$ cat config.mk
export PLATFORM = sky130hd
export DESIGN_NAME = img_ring_fetch
export DESIGN_NICKNAME = d
export VERILOG_FILES = /design/src/rtl/img_ring_fetch.sv
export SDC_FILE = /design/constraint.sdc
export NUM_CORES = 1
export LEC_CHECK = 0
export CELL_PAD_IN_SITES_DETAIL_PLACEMENT = 1
export CELL_PAD_IN_SITES_GLOBAL_PLACEMENT = 1
export CORE_ASPECT_RATIO = 0.9
export CORE_MARGIN = 5
export CORE_UTILIZATION = 36
export DETAILED_ROUTE_END_ITERATION = 7
export HOLD_SLACK_MARGIN = 0.02
export PLACE_DENSITY_LB_ADDON = 0.1
export SYNTH_ARGS = -nofsm -noshare
export SYNTH_HDL_FRONTEND = slang
export SYNTH_SLANG_ARGS = --single-unit
$ cat constraint.sdc
create_clock -name ramclk -period 5.8 [get_ports ramclk]
set_input_delay 1.74 -clock ramclk [delete_from_list [all_inputs] [get_ports ramclk]]
set_output_delay 1.74 -clock ramclk [all_outputs]
set_load 0.01 [all_outputs]
$ cat src/rtl/img_ring_fetch.sv
// img_ring_fetch: fetches a center pixel and its 16-pixel radius-3 ring from an image SRAM
// ports: ramclk/rst clock and sync reset; start,cx,cy request a fetch around (cx,cy);
//        busy,done status; x_addr,y_addr,ren,wen,wdat drive the SRAM, rdat returns one cycle after ren;
//        center_px and ring_px (slot i at [i*PIXEL_DEPTH +: PIXEL_DEPTH]) hold the results from done on
module img_ring_fetch #(
  parameter int PIXEL_DEPTH = 8,
  parameter int X_MAX = 16,
  parameter int Y_MAX = 16,
  localparam int XW = $clog2(X_MAX),
  localparam int YW = $clog2(Y_MAX)
) (
  input  logic                      ramclk,
  input  logic                      rst,
  input  logic                      start,
  input  logic [XW-1:0]             cx,
  input  logic [YW-1:0]             cy,
  output logic                      busy,
  output logic                      done,
  output logic [XW-1:0]             x_addr,
  output logic [YW-1:0]             y_addr,
  output logic                      ren,
  output logic                      wen,
  output logic [PIXEL_DEPTH-1:0]    wdat,
  input  logic [PIXEL_DEPTH-1:0]    rdat,
  output logic [PIXEL_DEPTH-1:0]    center_px,
  output logic [16*PIXEL_DEPTH-1:0] ring_px
);
  typedef enum logic [1:0] {IDLE, FETCH, DRAIN, DONE} state_t;
  // ring offsets as 4-bit two's complement, slot 15 first
  localparam logic [15:0][3:0] DX = {4'hf, 4'he, 4'hd, 4'hd, 4'hd, 4'he, 4'hf, 4'h0,
                                     4'h1, 4'h2, 4'h3, 4'h3, 4'h3, 4'h2, 4'h1, 4'h0};
  localparam logic [15:0][3:0] DY = {4'hd, 4'he, 4'hf, 4'h0, 4'h1, 4'h2, 4'h3, 4'h3,
                                     4'h3, 4'h2, 4'h1, 4'h0, 4'hf, 4'he, 4'hd, 4'hd};
  localparam logic [XW+1:0] XLIM = (XW+2)'(X_MAX);
  localparam logic [YW+1:0] YLIM = (YW+2)'(Y_MAX);
  state_t state_q, state_d;
  logic [4:0] k_q, k_d, tag_k_q;
  logic [XW-1:0] cx_q;
  logic [YW-1:0] cy_q;
  logic tag_v_q, tag_ib_q, fetching, in_bounds;
  logic [PIXEL_DEPTH-1:0] center_q;
  logic [15:0][PIXEL_DEPTH-1:0] ring_q;
  logic [3:0] ri, dx, dy;
  logic [XW+1:0] px;
  logic [YW+1:0] py;
  always_comb begin
    ri = k_q[3:0] - 4'd1;
    dx = (k_q == 5'd0) ? 4'd0 : DX[ri];
    dy = (k_q == 5'd0) ? 4'd0 : DY[ri];
    // two guard bits: the msb flags a negative coordinate, the next absorbs +3 overflow
    px = {2'b00, cx_q} + {{(XW-2){dx[3]}}, dx};
    py = {2'b00, cy_q} + {{(YW-2){dy[3]}}, dy};
    fetching = state_q == FETCH;
    in_bounds = !px[XW+1] && !py[YW+1] && (px < XLIM) && (py < YLIM);
    ren = fetching && in_bounds;
    x_addr = ren ? px[XW-1:0] : '0;
    y_addr = ren ? py[YW-1:0] : '0;
    state_d = (state_q == IDLE)  ? (start ? FETCH : IDLE) :
              (state_q == FETCH) ? ((k_q == 5'd16) ? DRAIN : FETCH) :
              (state_q == DRAIN) ? DONE : IDLE;
    k_d = fetching ? k_q + 5'd1 : 5'd0;
  end
  assign busy = state_q != IDLE;
  assign done = state_q == DONE;
  assign wen = 1'b0;
  assign wdat = '0;
  assign center_px = center_q;
  assign ring_px = ring_q;
  always_ff @(posedge ramclk) begin
    if (rst) begin
      state_q <= IDLE;
      k_q <= '0;
      cx_q <= '0;
      cy_q <= '0;
      tag_v_q <= 1'b0;
      tag_ib_q <= 1'b0;
      tag_k_q <= '0;
      center_q <= '0;
      ring_q <= '0;
    end else begin
      state_q <= state_d;
      k_q <= k_d;
      if (state_q == IDLE && start) begin
        cx_q <= cx;
        cy_q <= cy;
      end
      tag_v_q <= fetching;
      tag_ib_q <= ren;
      tag_k_q <= k_q;
      // the tag lines up with rdat for the point issued on the previous cycle
      if (tag_v_q && tag_k_q == 5'd0) center_q <= tag_ib_q ? rdat : '0;
      if (tag_v_q && tag_k_q != 5'd0) ring_q[tag_k_q[3:0] - 4'd1] <= tag_ib_q ? rdat : '0;
    end
  end
endmodule

==> flow_summary_export.csv <==
group,metric,value,unit
setup_path,crit_path_end_kind,"output port",
synth,synth.top_cells.by_count,"224 x nor2_1, 158 x dfxtp_1, 94 x mux2i_1",
grt,grt_pass1_vias,5777,
synth,async_reset_ff_frac,0,
die,rows,46,
timing,final_min_period_over_clock_period,0.963,
routing,ant_nets,0,
timing,hold_viol,0,
place,dpl.hpwl,14500,um
setup_path,critical_path_class,"flop to output port",
finish,drive_gt1_frac,0.0774,
synth,synth_area_per_cell,8.96,sq um
setup_path,critPathLaunchType,"flop",
synth,seq_area_frac_synth,0.494,
finish,final_nets,899,
finish,multi_input_comb_area,3090,sq um
die,ios,175,
synth,synth.largest_area_cell,"dfxtp_1",
die,start_util,0.365,
grt,grt_remaining_overflow,0,
routing,drtIter0Drc,171,
routing,detail_route.wl_per_cell,18.0,um
die,core_area,17600,sq um
status,run_status,"completed",
die,die_h,136,um
timing,rsz0062_at_grt,"no",
place,placed_area,8170,sq um
timing,fin_skew,0.0105,ns
finish,fin_cells,1121,
setup_path,critPathArrivalTime,3.84,ns
routing,wl,20200,um
min_path,hp-class,"flop to flop",
timing,tns,0,ns
grt,grt.total_usage,0.195,
clock_network,cts_buffers,17,
clock_network,cts_hold_buf,0,
clock_network,clk_latency,0.43,ns
place,gp_congestion,0.787,
die,die_area,20500,sq um
setup_path,path_max_fanout,9,
routing,drtPass1Iterations,4,
place,io_buffer_count,165,
synth,synth_edf_count,0,
synth,synth_cells,714,
routing,via_per_inst,4.85,
grt,grt_pass1_wl,31000,um
timing,final.min_clock_period,5.58,ns
clock_network,clockBufferDepth,2,
timing,slew_headroom,0.306,
routing,drc,0,
clock_network,htreeDepth,4,
timing,worst_slack,0.217,ns
place,placed_cells,1080,
pwr,p_leak,3.25,nW
routing,vias,5437,
timing,max_freq,0.179,GHz
synth,yosys.area.top_type_share,0.494,
grt,grt_max_degree,72,
timing,drv_slew,0,
grt,grt_antenna_before_repair,2,
clock_network,clock-sinks,158,
synth,synth_flop_cell,"dfxtp_1",
place,place_ws,0.117,ns
pwr,ir_drop,0.210,mV
synth,ys_types,46,
finish,fillerInstances,1978,
job,maxCapViolCount,0,
timing,tightest_slew,1.04,ns
timing,setup_viol,0,
clock_network,cts-root-buf,"clkbuf_16",
synth,yosysMostFrequentCell,"nor2_1",
finish,final_area,8920,sq um
clock_network,cts.clk_slew.worst_paths,0.06,ns
die,die_x,151,um
finish,area_growth,39.3,%
clock_network,cts_tree,"yes",
setup_path,crit_required,4.06,ns
synth,netlist_area,6400,sq um
pwr,powerDensity,259,nW/um^2
finish,seqCellArea,3170,sq um
synth,synth_seq_cells,158,
synth,yosysWarnings,0,
synth,ys_top_cells_by_area,"dfxtp_1 49%, mux2i_1 15%, nor2_1 13%, a21oi_1 4.6%, ha_1 2.3%",
## worst paths after layout
kind	start	endpoint	slack [ns]	cells past startpoint
max	k_q[0]	ren	0.22	14
min	ring_px[117]	ring_px[117]	0.50	2
max reg2reg	k_q[0]	tag_ib_q	2.58	14
min reg2reg	ring_px[117]	ring_px[117]	0.50	2
## area by class of cell
| cell class | instances | share of cell area |
|---|---|---|
| well taps | 240 | 0.0337 |
| diodes | 2 | 0.000561 |
| clock inverters | 14 | 0.0140 |
| repair buffers | 174 | 0.195 |
| flip-flops and latches | 158 | 0.355 |
| clock buffers | 18 | 0.0493 |
| multi-input cells | 502 | 0.346 |
| inverters | 13 | 0.00589 |
## timing repair
item	CTS	global route
endpoints found under the setup margin	9	9
resized for setup	7	21
buffers inserted	1	6
pin swaps	1	0
endpoints found under the hold margin	0	0
## cell usage in the layout, fill, tap and decap left out, drive strengths merged, types with 7 or more instances in the layout
cell type,netlist,layout
nor2,225,225
buf,17,10
nor3,9,9
inv,13,18
dfxtp,158,158
dlymetal6s2s,0,8
nand2,16,16
clkdlybuf4s50,0,156
conb,1,9
nand3,7,7
a21oi,59,59
ha,12,12
clkbuf,32,18
nand2b,12,12
mux2i,95,95
and2,10,10
## per-layer routing
layer / up-vias / global-route usage / share of wire
li1: 2635 / - / -
met1: 2643 / 0.239 / 0.44
met2: 131 / 0.336 / 0.49
met3: 28 / 0.0497 / 0.049
met4: 0 / 0.0584 / 0.020
met5: - / 0 / 0
## where the power goes
part | internal (mW) | switching [mW] | total (mW)
Clock | 0.574 | 0.485 | 1.06
Combinational | 0.0587 | 0.0905 | 0.149
Sequential | 1.09 | 0.00900 | 1.10
Total | 1.72 | 0.584 | 2.31
## registers in the layout, indices dropped and copies added, names as in the netlist
name       count
tag_k_q        5
cy_q           4
center_px      8
cx_q           4
ring_px      128
state_q        2
tag_v_q        1
tag_ib_q       1
k_q            5
## worst max-delay path, cell delays in order, from the launching register on
cell and delay (ns):
dfxtp_4 0.43, clkinvlp_4 0.19, ha_4 0.24, xnor2_4 0.22, nor2_1 0.09, a211oi_2 0.20, ha_2 0.21, inv_1 0.06
fa_1 0.42, nand2b_1 0.19, a21oi_2 0.18, a31o_2 0.20, mux2i_4 0.11, nor2_1 0.12, clkdlybuf4s50_1 0.55
## through the flow
stage | power, mW | hold slack, ns | utilization
after CTS | 2.33 | 0.500 | 0.500
after global routing | 2.40 | 0.518 | 0.508
after detailed placement | 1.26 | 0.480 | 0.466
after global placement | 1.26 | 0.468 | 0.466
final | 2.31 | 0.495 | 0.508
after floorplan | 1.21 | 0.467 | -
## cells by family after synthesis
| kind of cell | Yosys count | synth area share |
|---|---|---|
| and+or+nand+nor | 297 | 0.199 |
| DFF | 158 | 0.494 |
| muxes | 96 | 0.152 |
| AOI/OAI and AO/OA | 77 | 0.0684 |
| buffers and inverters | 62 | 0.0422 |
| adders and majority gates | 14 | 0.0297 |
| xor gates and xnor gates | 9 | 0.0135 |
| other | 1 | 0.000586 |
No activity file was read; power rests on OpenSTA's default activity.
